## src/rtl/pipe_ctrl_pkg.sv

```systemverilog
// pipe_ctrl_pkg
// Shared definitions for the pipeline hazard controller and its helpers.
//   - state_t : sequencer states (RUN, MEM_WAIT, HALT_DRAIN, HALTED)
//   - REG_AW  : register-file address width
//   - R0      : hard-wired zero register, never a real data dependency
package pipe_ctrl_pkg;

  localparam int REG_AW = 4;
  localparam logic [REG_AW-1:0] R0 = 4'h0;

  typedef enum logic [1:0] {
    RUN        = 2'd0,
    MEM_WAIT   = 2'd1,
    HALT_DRAIN = 2'd2,
    HALTED     = 2'd3
  } state_t;

endpackage

```

## src/rtl/hazard_detect.sv

```systemverilog
// hazard_detect
// Purely combinational load-use detector. Flags the case where the
// instruction in EX is a load whose destination is read by the instruction
// in ID, so the consumer must wait one cycle for the loaded value.
// Ports:
//   i_src1_addr/i_src2_addr : ID-stage source register addresses
//   i_src1_used/i_src2_used : ID instruction actually reads that source
//   i_re_mem_EX             : EX instruction is a load
//   i_dst_addr_EX           : EX instruction destination register
//   o_load_use              : load-use hazard present this cycle
module hazard_detect
  import pipe_ctrl_pkg::*;
(
  input  logic [REG_AW-1:0] i_src1_addr,
  input  logic [REG_AW-1:0] i_src2_addr,
  input  logic              i_src1_used,
  input  logic              i_src2_used,
  input  logic              i_re_mem_EX,
  input  logic [REG_AW-1:0] i_dst_addr_EX,
  output logic              o_load_use
);

  logic w_src1_hit;
  logic w_src2_hit;

  assign w_src1_hit = i_src1_used & (i_src1_addr == i_dst_addr_EX);
  assign w_src2_hit = i_src2_used & (i_src2_addr == i_dst_addr_EX);

  // A load into R0 writes nothing, so it can never feed a consumer.
  assign o_load_use = i_re_mem_EX & (i_dst_addr_EX != R0) & (w_src1_hit | w_src2_hit);

endmodule

```

## src/rtl/pipe_hazard_ctrl.sv

```systemverilog
// pipe_hazard_ctrl
// Central stall/flush sequencer for the 5-stage pipeline. Priority, highest
// first: memory wait, taken branch, HLT, load-use.
// Ports:
//   clk, rst                      : clock, async active-high reset
//   i_src*_ID, i_re_mem_EX, ...   : hazard sources from ID/EX/MEM
//   i_mem_rdy                     : data memory finishes access this cycle
//   o_stall_*, o_flush_*          : pipeline flop hold / bubble controls
//   o_mem_req                     : data-memory access active
//   o_halted, o_mem_err           : sticky status flags
//   o_stall_cnt                   : saturating count of PC-stall cycles
module pipe_hazard_ctrl
  import pipe_ctrl_pkg::*;
#(
  parameter int MEM_TIMEOUT = 64,
  parameter int CNT_W       = 16
) (
  input  logic              clk,
  input  logic              rst,
  input  logic [REG_AW-1:0] i_src1_addr_ID,
  input  logic [REG_AW-1:0] i_src2_addr_ID,
  input  logic              i_src1_used_ID,
  input  logic              i_src2_used_ID,
  input  logic              i_re_mem_EX,
  input  logic [REG_AW-1:0] i_dst_addr_EX,
  input  logic              i_re_mem_MEM,
  input  logic              i_we_mem_MEM,
  input  logic              i_mem_rdy,
  input  logic              i_b_taken_MEM,
  input  logic              i_hlt_MEM,
  output logic              o_stall_PC,
  output logic              o_stall_IF_ID,
  output logic              o_stall_ID_EX,
  output logic              o_stall_EX_MEM,
  output logic              o_flush_IF_ID,
  output logic              o_flush_ID_EX,
  output logic              o_flush_EX_MEM,
  output logic              o_flush_MEM_WB,
  output logic              o_mem_req,
  output logic              o_halted,
  output logic              o_mem_err,
  output logic [CNT_W-1:0]  o_stall_cnt
);

  localparam int WAIT_W = $clog2(MEM_TIMEOUT);
  localparam logic [WAIT_W-1:0] WAIT_LAST = WAIT_W'(MEM_TIMEOUT - 1);

  state_t            r_state;
  state_t            w_next_state;
  logic [WAIT_W-1:0] r_wait_cnt;
  logic              r_halted;
  logic              r_mem_err;
  logic [CNT_W-1:0]  r_stall_cnt;

  logic w_load_use;
  logic w_mem_req;
  logic w_mw;
  logic w_timeout;
  logic w_stall_pc, w_stall_if_id, w_stall_id_ex, w_stall_ex_mem;
  logic w_flush_if_id, w_flush_id_ex, w_flush_ex_mem, w_flush_mem_wb;

  hazard_detect u_hazard_detect (
    .i_src1_addr   (i_src1_addr_ID),
    .i_src2_addr   (i_src2_addr_ID),
    .i_src1_used   (i_src1_used_ID),
    .i_src2_used   (i_src2_used_ID),
    .i_re_mem_EX   (i_re_mem_EX),
    .i_dst_addr_EX (i_dst_addr_EX),
    .o_load_use    (w_load_use)
  );

  assign w_mem_req = ((r_state == RUN) || (r_state == MEM_WAIT)) & (i_re_mem_MEM | i_we_mem_MEM);
  assign w_mw      = w_mem_req & ~i_mem_rdy;
  // The last permitted wait cycle still without a ready ends the access as an error.
  assign w_timeout = (r_state == MEM_WAIT) & w_mw & (r_wait_cnt == WAIT_LAST);

  // Next-state and control decode; every branch starts from "no stall, no flush".
  always_comb begin
    w_next_state   = r_state;
    w_stall_pc     = 1'b0;
    w_stall_if_id  = 1'b0;
    w_stall_id_ex  = 1'b0;
    w_stall_ex_mem = 1'b0;
    w_flush_if_id  = 1'b0;
    w_flush_id_ex  = 1'b0;
    w_flush_ex_mem = 1'b0;
    w_flush_mem_wb = 1'b0;
    case (r_state)
      RUN: begin
        if (w_mw) begin
          w_stall_pc     = 1'b1;
          w_stall_if_id  = 1'b1;
          w_stall_id_ex  = 1'b1;
          w_stall_ex_mem = 1'b1;
          w_flush_mem_wb = 1'b1;
          w_next_state   = MEM_WAIT;
        end else if (i_b_taken_MEM) begin
          // PC loads the branch target, so no PC stall here.
          w_flush_if_id  = 1'b1;
          w_flush_id_ex  = 1'b1;
          w_flush_ex_mem = 1'b1;
        end else if (i_hlt_MEM) begin
          w_stall_pc     = 1'b1;
          w_flush_if_id  = 1'b1;
          w_flush_id_ex  = 1'b1;
          w_flush_ex_mem = 1'b1;
          w_next_state   = HALT_DRAIN;
        end else if (w_load_use) begin
          w_stall_pc     = 1'b1;
          w_stall_if_id  = 1'b1;
          w_flush_id_ex  = 1'b1;
        end
      end
      MEM_WAIT: begin
        if (w_mw) begin
          w_stall_pc     = 1'b1;
          w_stall_if_id  = 1'b1;
          w_stall_id_ex  = 1'b1;
          w_stall_ex_mem = 1'b1;
          w_flush_mem_wb = 1'b1;
          if (w_timeout) begin
            w_next_state = HALTED;
          end
        end else begin
          // Access completes: this cycle lets the whole pipeline advance.
          w_next_state = RUN;
        end
      end
      HALT_DRAIN: begin
        w_stall_pc    = 1'b1;
        w_flush_if_id = 1'b1;
        w_next_state  = HALTED;
      end
      HALTED: begin
        w_stall_pc     = 1'b1;
        w_stall_if_id  = 1'b1;
        w_stall_id_ex  = 1'b1;
        w_stall_ex_mem = 1'b1;
      end
      default: begin
        w_next_state = RUN;
      end
    endcase
  end

  // State register.
  always_ff @(posedge clk or posedge rst) begin
    if (rst) begin
      r_state <= RUN;
    end else begin
      r_state <= w_next_state;
    end
  end

  // Wait counter only runs while an access stays in MEM_WAIT; every other path restarts it at 0.
  always_ff @(posedge clk or posedge rst) begin
    if (rst) begin
      r_wait_cnt <= '0;
    end else if ((r_state == MEM_WAIT) && (w_next_state == MEM_WAIT)) begin
      r_wait_cnt <= r_wait_cnt + 1'b1;
    end else begin
      r_wait_cnt <= '0;
    end
  end

  // Sticky status flags: any entry into HALTED marks the core halted.
  always_ff @(posedge clk or posedge rst) begin
    if (rst) begin
      r_halted  <= 1'b0;
      r_mem_err <= 1'b0;
    end else begin
      if (w_next_state == HALTED) begin
        r_halted <= 1'b1;
      end
      if (w_timeout) begin
        r_mem_err <= 1'b1;
      end
    end
  end

  // Saturating stall-cycle counter; the permanent stall of HALTED is not counted.
  always_ff @(posedge clk or posedge rst) begin
    if (rst) begin
      r_stall_cnt <= '0;
    end else if (w_stall_pc && (r_state != HALTED) && (r_stall_cnt != {CNT_W{1'b1}})) begin
      r_stall_cnt <= r_stall_cnt + 1'b1;
    end
  end

  // Controls are forced inactive for as long as reset is asserted.
  assign o_stall_PC     = w_stall_pc     & ~rst;
  assign o_stall_IF_ID  = w_stall_if_id  & ~rst;
  assign o_stall_ID_EX  = w_stall_id_ex  & ~rst;
  assign o_stall_EX_MEM = w_stall_ex_mem & ~rst;
  assign o_flush_IF_ID  = w_flush_if_id  & ~rst;
  assign o_flush_ID_EX  = w_flush_id_ex  & ~rst;
  assign o_flush_EX_MEM = w_flush_ex_mem & ~rst;
  assign o_flush_MEM_WB = w_flush_mem_wb & ~rst;
  assign o_mem_req      = w_mem_req      & ~rst;
  assign o_halted       = r_halted;
  assign o_mem_err      = r_mem_err;
  assign o_stall_cnt    = r_stall_cnt;

endmodule

```

## config.mk

```make
export PLATFORM = sky130hd
export DESIGN_NAME = pipe_hazard_ctrl
export DESIGN_NICKNAME = d
export VERILOG_FILES = /design/src/rtl/pipe_ctrl_pkg.sv /design/src/rtl/hazard_detect.sv /design/src/rtl/pipe_hazard_ctrl.sv
export SDC_FILE = /design/constraint.sdc
export NUM_CORES = 1
export LEC_CHECK = 0
export ABC_AREA = 1
export BUFFER_PORTS_ARGS = -buffer_cell sky130_fd_sc_hd__buf_2
export CAP_MARGIN = 0
export CORE_MARGIN = 2
export CORE_UTILIZATION = 51
export CTS_CLUSTER_DIAMETER = 120
export CTS_CLUSTER_SIZE = 40
export DETAILED_ROUTE_END_ITERATION = 16
export PLACE_DENSITY = 0.83
export SLEW_MARGIN = 20
export SYNTH_ARGS = -nofsm -noshare
export SYNTH_HDL_FRONTEND = slang
export SYNTH_SLANG_ARGS = --single-unit
```

## constraint.sdc

```tcl
create_clock -name clk -period 1.8 [get_ports clk]
set_input_delay 0.36 -clock clk [delete_from_list [all_inputs] [get_ports clk]]
set_output_delay 0.36 -clock clk [all_outputs]
set_load 0.02 [all_outputs]
```

# After elaboration in Yosys (flattened, before gate mapping)
# Index checks and enable logic that the tools add are counted.
# Widths: inputs -> output; s select.
op_classes:
  addsub: 2
  n_mul: 0
  div_mod_pow: 0
  order_cmp: 0
  eq_ne: 10
  n_shift: 0
  n_mux: 27
  n_bitwise: 20
  reduce_logical: 8
ops:
  columns: ["cell", "count"]
  rows:
  - ["$add 16x1->16 const B", 1]
  - ["$and 1x1->1", 16]
  - ["$mux 1", 16]
  - ["$ne 16x16->1 const B", 1]
  - ["$mux 2", 5]
  - ["$eq 4x4->1", 2]
  - ["$add 6x1->6 const B", 1]
  - ["$eq 2x2->1 const B", 3]
  - ["$eq 6x6->1 const B", 1]
  - ["$mux 6", 1]
  - ["$pmux 1 s3", 2]
  - ["$pmux 2 s3", 1]
  - ["$eq 2x1->1 const B", 2]
  - ["$pmux 1 s2", 2]
  - ["$reduce_bool 4->1", 1]
  - ["$reduce_or 2->1", 2]
  - ["$logic_and 1x1->1", 3]
  - ["$logic_not 2->1", 1]
  - ["$ne 2x2->1 const B", 1]
  - ["$not 1->1", 2]
  - ["$or 1x1->1", 2]
  - ["$logic_or 1x1->1", 1]
totals:
  ff_bits: 26
  latchBits: 0
  ramBits: 0
  rom_bits: 0
  input_bits: 22
  output_inout_bits: 27
  wordCells: 72
  memories: 0

# Longest topological paths before layout
# Gate-level depths: netlist (run 1).
logic_depth:
  ltp_word: 12
  depth_mapped: 12
  depth_no_buf: 11

# Modules after synthesis
# A second synthesis (run 1) with hierarchy kept.
unflattened:
  hier_cells: 263
  hier_area_um2: 1790.5
modules_own_cells:
  columns: ["mod", "instances", "cells_each", "area_each_um2", "seq_area_each_um2"]
  rows:
  - ["pipe_hazard_ctrl", 1, 226, 1625.3, 650.6]
  - ["hazard_detect", 1, 37, 165.2, 0.0]

# Worst setup path after synthesis (run 1)
# OpenSTA, ideal clock, no wires.
synth_path:
  path_type: "reg-to-output"
  start: "register r_state[1]"
  end: "output o_stall_IF_ID"
  arrival_time_ps: 1607
  required_ps: 1440
  slack_ps: -167
  stages_incl_launch_ff: 7
  n_path_buf: 0
  cell_sequence: "dfrtp_1 nor2_1 nand2_1 nand2_2 inv_1 nor3_1 o21bai_1"
synth_via:
  elab_chain_len: 7
  elab_cells_between_ends: 10
  cone_classes: "2 x eq/ne; 3 x mux; 3 x bitwise; 2 x reduce/logical"
synth_rtl:
  columns: ["element", "line_no", "rtl"]
  rows:
  - ["start, declared", "pipe_hazard_ctrl.sv:48", "state_t r_state;"]
  - ["start signal, assigned", "pipe_hazard_ctrl.sv:151", "r_state <= w_next_state;"]
  - ["$eq 2x1->1 or $logic_not 2->1 (tied branches)", "pipe_hazard_ctrl.sv:72, pipe_hazard_ctrl.sv:88", null]
  - ["$logic_or 1x1->1", "pipe_hazard_ctrl.sv:72", "assign w_mem_req = ((r_state == RUN) || (r_state == MEM_WAIT)) & (i_re_mem_MEM | i_we_mem_MEM);"]
  - ["$and 1x1->1", "pipe_hazard_ctrl.sv:72", null]
  - ["$and 1x1->1", "pipe_hazard_ctrl.sv:73", "assign w_mw = w_mem_req & ~i_mem_rdy;"]
  - ["$mux 1, on equally long branches", "pipe_hazard_ctrl.sv:115, pipe_hazard_ctrl.sv:90", null]
  - ["$pmux 1 s3 *", "pipe_hazard_ctrl.sv:88", "case (r_state)"]
  - ["$and 1x1->1 *", "pipe_hazard_ctrl.sv:192", "assign o_stall_IF_ID = w_stall_if_id & ~rst;"]
  - ["end, declared", "pipe_hazard_ctrl.sv:32", "output logic o_stall_IF_ID,"]
# Mark *: on every way between the ends. The rest lies on a longest branch, timed or not.

# Final worst setup path (run 1)
# Ends and elaborated chain as after synthesis.

==> results of run 1 <==
-- worst min-delay path: stages --
cell        delay, ps
buf_2             160
clkinvlp_4         80
buf_4             310
-- sequential cells by signal, summed over array words and instances, names as in the netlist --
name         flops
o_stall_cnt     16
r_wait_cnt       6
r_state          2
o_halted         1
o_mem_err        1
-- cell type report --
| class | count | area (um^2) | area share [%] |
|---|---|---|---|
| Tap cell | 44 | 55.1 | 2.60 |
| Inverter | 22 | 88.8 | 4.19 |
| Multi-Input combinational cell | 179 | 918 | 43.3 |
| Timing Repair Buffer | 62 | 368 | 17.4 |
| Clock buffer | 4 | 36.3 | 1.71 |
| Sequential cell | 26 | 653 | 30.8 |
-- synth_stat cells (2+ instances only) --
cell type	instances	area, um^2
nand2_1	68	255
nor2_1	34	128
dfrtp_1	26	651
nand3_1	26	130
inv_1	19	71.3
xnor2_1	9	78.8
xor2_1	7	61.3
nor3_1	5	25.0
nand4_1	4	25.0
a21oi_1	3	15.0
nand2_2	3	18.8
nor3b_1	3	22.5
o21ai_0	3	15.0
buf_4	2	15.0
ha_1	2	25.0
inv_2	2	7.51
o21bai_1	2	15.0
-- through the flow --
stage / setup TNS (ps) / util, % / cells / area (um^2) / setup WS (ps)
floorplan: 0 / - / 231 / 1670 / 35.0
global placement: 0 / 64.1 / 324 / 1970 / 118
detailed placement: 0 / 64.1 / 324 / 1970 / 89.9
CTS: -186 / 67.9 / 335 / 2090 / -107
global route: -1000 / 68.9 / 337 / 2120 / -205
finish: -293 / 68.9 / 337 / 2120 / -73.4
-- cell families after synthesis --
| logic type | after synthesis |
|---|---|
| AO/OA/AOI/OAI | 12 |
| XOR/XNOR | 16 |
| adder cells (fa/ha/maj) | 2 |
| buffers and inverters | 26 |
| flip-flops | 26 |
| AND/OR/NAND/NOR | 149 |
-- final timing paths --
check                           cells past startpoint                        from  slack, ps                         end
worst max-delay path                                7        r_state[1]$_DFF_PP0_        -70               o_stall_IF_ID
worst min-delay path                                3                         rst        170  o_stall_cnt[6]$_DFFE_PP0P_
worst max register to register                      9  o_stall_cnt[1]$_DFFE_PP0P_        180  o_stall_cnt[3]$_DFFE_PP0P_
worst min register to register                      1     r_wait_cnt[0]$_DFF_PP0_        470     r_wait_cnt[0]$_DFF_PP0_
max in group asynchronous                           3                         rst       1360        r_state[1]$_DFF_PP0_
min in group clk                                    4               i_b_taken_MEM        450        r_state[1]$_DFF_PP0_
-- timing repair --
action	CTS	global route
setup buffers	7	2
hold buffers	0	0
pin swaps	5	4
gates cloned	0	0
endpoints found under the setup margin	7	7
resized for setup	12	5
-- power breakdown --
part | leakage, nW | total, mW | switching [mW] | internal, mW
sequential | 0.344 | 0.743 | 0.0820 | 0.661
combinational | 0.755 | 0.885 | 0.531 | 0.353
clock | 0.0210 | 0.298 | 0.174 | 0.124
-- placed cells by master, fill, tap and decap left out, types with 3 or more instances in the layout --
cell type  instances
nor2_1            33
nand3_1           26
dfrtp_1           24
nand2_2            3
nand2_1           68
xor2_1             7
inv_1             16
xnor2_1            9
nand4_1            4
a21oi_1            3
clkbuf_4           3
buf_4             18
buf_2             42
inv_2              3
nor3_1             4
-- per-layer routing --
layer | part of all wire [%] | wire [um] | GRT usage [%]
met1 | 48 | 1760 | 29.6
met5 | 0 | 0 | 0
met3 | 3.5 | 127 | 1.89
met4 | 1.3 | 48 | 8.70
met2 | 47 | 1700 | 32.7
==> impl_metrics.toml, run 1 <==
[final_layout]
synthesis_to_finish_area_growth_pct = 27.4
nNetsFinal = 318
antenna-diode-count = 0
drive_gt1_share_pct = 28.7
filler_cell_count = 268

[logic_synthesis]
muxShareOfSynthArea_pct = 0
synth_flop_cell = "dfrtp_1"
synth_enable_flop_cells = 0
synthesis.yosys.warnings = 0
ys_seq_area_share_pct = 39.1
synthDistinctLibCells = 30
synthArstFlopShare_pct = 100
parity_gate_share_of_the_synthesized_area_counting_xor_and_xnor_cells_pct = 8.42
synth_top_family_by_area = "simple AND/OR/NAND/NOR gates"
post_synth_and_or_nand_nor_area_fraction_pct = 39.5
synth_nets = 255
compound_gate_fraction_of_synth_area_pct = 4.66
synth_area_per_cell_um2 = 7.20
yosys_register_bits = 26
synthCells = 231
synthAdderAreaFrac_pct = 1.50
synthesis.area_um2 = 1660

[timing]
finalHoldViolCount = 0
worst-slew-pin-transition_ps = 327
finalSetupViolations = 7
worst_slew_margin_rel_pct = 78.2
final_max_slew_viol_count = 0
fmax_mhz = 534
finalCritPeriodShare_pct = 104
finalClockSkew_ps = 2.57
setup_repair_after_global_routing_missed_its_margin = "true"
fin_hold_ws_ps = 174
finalCriticalPeriod_ps = 1870
postLayoutSetupSlackWorst_ps = -73.4

[critical_path]
critPathMaxFanout = 3
cp-end-kind = "output port"
critPathSlowestCell = "dfrtp_2"
cp_data_arrival_time_ps = 1510
crit_buf_inv = 2
worstSetupStartpointType = "flop"
max_stage_delay_ps = 440
crit_path_category = "flop to output port"
timing.critical_path.cells = "nor2_1, nand2_1, nand2_2, inv_2, nor3_4, o21bai_1, buf_4"
timing.critical_path.max_delay_family = "flip-flops"
required_ps = 1440

[global_route]
grt_remaining_overflow = 0
grt_use_total_pct = 20.8
grt_pass1_vias = 1347
grt_first_pass_wirelength_um = 5800
grt_antenna_before_repair = 0
pin_count_of_the_biggest_net_entering_global_routing = 27

[flow_run]
maxCapViolations = 0

[power_and_ir_drop]
power_mw = 1.93
leakagePower_nw = 1.12
power.density_nw_per_um2 = 908
worst_ir_drop_vdd_v = 0.000593

[cts]
clkSlewWorstSetupHoldPaths_ps = 140
worstSkewPairLatency_ps = 320
ctsHtreeMaxLevel = 1
tritoncts.num_buffers = 3
cts_tree = "done"
clk_sinks = 26
clock-root-buffer = "clkbuf_4"
max-clock-path-buffers = 2

[die]
fp.coreArea_um2 = 3080
die_w_um = 61.1
die_y_um = 61.1
rows = 20
die_area_um2 = 3740
top_ports = 49
start_util_pct = 54.1

[route]
drt-wirelength-per-cell_um = 10.8
drt_first_pass_iters = 4
vias = 1615
detailedRoute.firstIterationViolations = 56
drt_drc_violations_left = 0
drt.antenna.violating_nets = 0
post_drt_via_cell_ratio = 4.79
route.final.wire_length_um = 3630

[placed_design]
place_hpwl_um = 2660
placement.io_buffers = 48
globalplace.congestion = 0.882

[status]
violated_checks = "setup timing"
outcome = "finished with violations"

[min_path]
timing.hold.worst.class = "primary input to async pin"
No activity file was read; power rests on OpenSTA's default activity.
==> inputs of run 2 (changes only) <==
--- a/constraint.sdc
+++ b/constraint.sdc
@@ -3,2 +3,2 @@
 set_output_delay 0.36 -clock clk [all_outputs]
-set_load 0.02 [all_outputs]
+set_load 0.01 [all_outputs]
==> run 2 against run 1 <==
  * The flow now finishes without violations
  * Non-clock buffer count down 1
  * Maximum frequency up 4.3%
  * Register-to-register slack better by 40 ps
  * First-iteration DRC count down 21%
  * Routed wire length up 0.74%
  * Core utilization down 0.33 points
  * Critical path type unchanged
  * Count of clock-buffer cells in the layout unchanged
  * Global-route usage down 0.38 points
  * Critical endpoint is now o_flush_IF_ID
==> impl_metrics.toml, run 2 (synthesis results as in run 1) <==
[global_route]
grt_use_total_pct = 20.4
grt_pass1_vias = 1419
grt_antenna_before_repair = 0
grt_first_pass_wirelength_um = 5920
pin_count_of_the_biggest_net_entering_global_routing = 27
grt_remaining_overflow = 0

[critical_path]
regToRegSetupSlack_ps = 220
worst_r2r_endpoint = "o_stall_cnt[14]$_DFFE_PP0P_"
critPathSlowestCell = "dfrtp_1"
crit_path_category = "flop to output port"
rr_worst_depth = 9
critPathMaxFanout = 5
crit_top_cell = "nand2_2"
crit_buf_inv = 4
timing.critical_path.max_delay_family = "buffers and inverters"
worstSetupStartpointType = "flop"
regToRegStartpoint = "o_stall_cnt[0]$_DFFE_PP0P_"
required_ps = 1440
cp-end-kind = "output port"
cp_data_arrival_time_ps = 1440
timing.critical_path.cells = "buf_4, inv_4, nand2_2, inv_2, nand2_2, o21ai_1, buf_2"
max_stage_delay_ps = 400

[power_and_ir_drop]
worst_ir_drop_vdd_v = 0.000762
power.density_nw_per_um2 = 878
power_mw = 1.85
leakagePower_nw = 1.13

[final_layout]
final_core_occ_pct = 68.5
synthesis_to_finish_area_growth_pct = 26.8
antenna-diode-count = 0
highest_count_cells_in_the_layout_ignoring_fill_and_taps = "nand2_1 (67), buf_2 (46), nor2_1 (34)"
most_frequent_standard_cell_in_the_layout_excluding_fill_and_tap_cells = "nand2_1"
largest_register_ff_count = 16
final_cell_count_no_fill = 336
nNetsFinal = 317
drive_gt1_share_pct = 27.7
filler_cell_count = 287

[placed_design]
globalplace.congestion = 0.875
placed_cells_incl_taps = 326
placement.io_buffers = 48
place_hpwl_um = 2720

[cts]
clk_sinks = 26
max-clock-path-buffers = 2
cts_tree = "done"
worstSkewPairLatency_ps = 310
ctsHtreeMaxLevel = 1
clkSlewWorstSetupHoldPaths_ps = 140
tritoncts.num_buffers = 3
clock-root-buffer = "clkbuf_4"

[timing]
worst_slew_margin_rel_pct = 77.9
fmax_mhz = 557
finalHoldViolCount = 0
finalSetupViolations = 0
finalCritPeriodShare_pct = 99.7
setup_repair_after_global_routing_missed_its_margin = "true"
finalCriticalPeriod_ps = 1800
worst-slew-pin-transition_ps = 331
final_max_slew_viol_count = 0
finalClockSkew_ps = 10.8

[die]
die_area_um2 = 3740
die_w_um = 61.1
fp.coreArea_um2 = 3080
rows = 20
die_y_um = 61.1
top_ports = 49
start_util_pct = 54.1

[route]
drt.antenna.violating_nets = 0
drt_first_pass_iters = 4
vias = 1662
drt-wirelength-per-cell_um = 10.9
post_drt_via_cell_ratio = 4.95
drt_drc_violations_left = 0
route.final.wire_length_um = 3660
detailedRoute.firstIterationViolations = 44

[flow_run]
maxCapViolations = 0

[status]
outcome = "finished, final reports clean"

[min_path]
timing.hold.worst.class = "primary input to async pin"
-- run 2: cell count changes in the layout (fill, tap and decap cells not counted) --
cell	before	now
clkinvlp_4	1	0
nand2_1	68	67
dfrtp_2	2	1
buf_12	0	1
buf_4	18	12
buf_2	42	46
nor2_1	33	34
nor2_2	2	1
nand2_2	3	4
dfrtp_1	24	25
inv_1	16	17
-- run 2: power breakdown --
part / internal [mW] / total [mW] / switching (mW)
sequential: 0.659 / 0.737 / 0.0782
combinational: 0.356 / 0.830 / 0.474
clock: 0.123 / 0.285 / 0.161
-- run 2: final cells by class --
| class | count | area [um^2] | area share (%) |
|---|---|---|---|
| Timing Repair Buffer | 61 | 363 | 17.2 |
| Clock buffer | 4 | 36.3 | 1.72 |
| Sequential cell | 26 | 652 | 30.9 |
| Inverter | 22 | 85.1 | 4.03 |
| Multi-Input combinational cell | 179 | 918 | 43.5 |
| Tap cell | 44 | 55.1 | 2.61 |
-- run 2: per-layer routing --
metal	track usage [%]	part of all wire [%]
met1	28.2	47
met2	34.3	47
met3	3.36	5.6
met4	3.73	0.85
met5	0	0
-- run 2: timing repair --
item / 4_1_cts / 5_1_grt
setup endpoints to repair: 6 / 7
gates resized for setup: 7 / 4
buffers inserted: 4 / 2
pin swaps: 4 / 4
hold buffers: 0 / 0
-- run 2: how the worst max path moves through the flow --
| stage | from | to | slack [ps] | cells past startpoint |
|---|---|---|---|---|
| finish | r_state[1]$_DFF_PP0_ | o_flush_IF_ID | 5 | 7 |
| global route | r_state[1]$_DFF_PP0_ | o_stall_IF_ID | -130 | 7 |
| CTS | r_state[1]$_DFF_PP0_ | o_stall_IF_ID | -20 | 7 |
| detailed placement | i_re_mem_MEM | o_stall_IF_ID | 100 | 9 |
| global placement | i_we_mem_MEM | o_stall_IF_ID | 150 | 9 |
| floorplan | o_stall_cnt[0]$_DFFE_PP0P_ | o_stall_cnt[8]$_DFFE_PP0P_ | 100 | 10 |
-- run 2: worst min-delay path, delay by kind of cell --
| kind | cells | cell delay [ps] |
|---|---|---|
| buffers and inverters | 3 | 550 |
-- run 2: per-stage QoR --
step / setup TNS (ps) / setup slack [ps] / area [um^2] / hold WS [ps]
global placement: 0 / 147 / 1990 / 451
finish: 0 / 4.70 / 2110 / 180
global route: -604 / -130 / 2110 / 214
floorplan: 0 / 98.9 / 1660 / 408
CTS: -22.9 / -22.9 / 2080 / 162
detailed placement: 0 / 99.7 / 1990 / 455
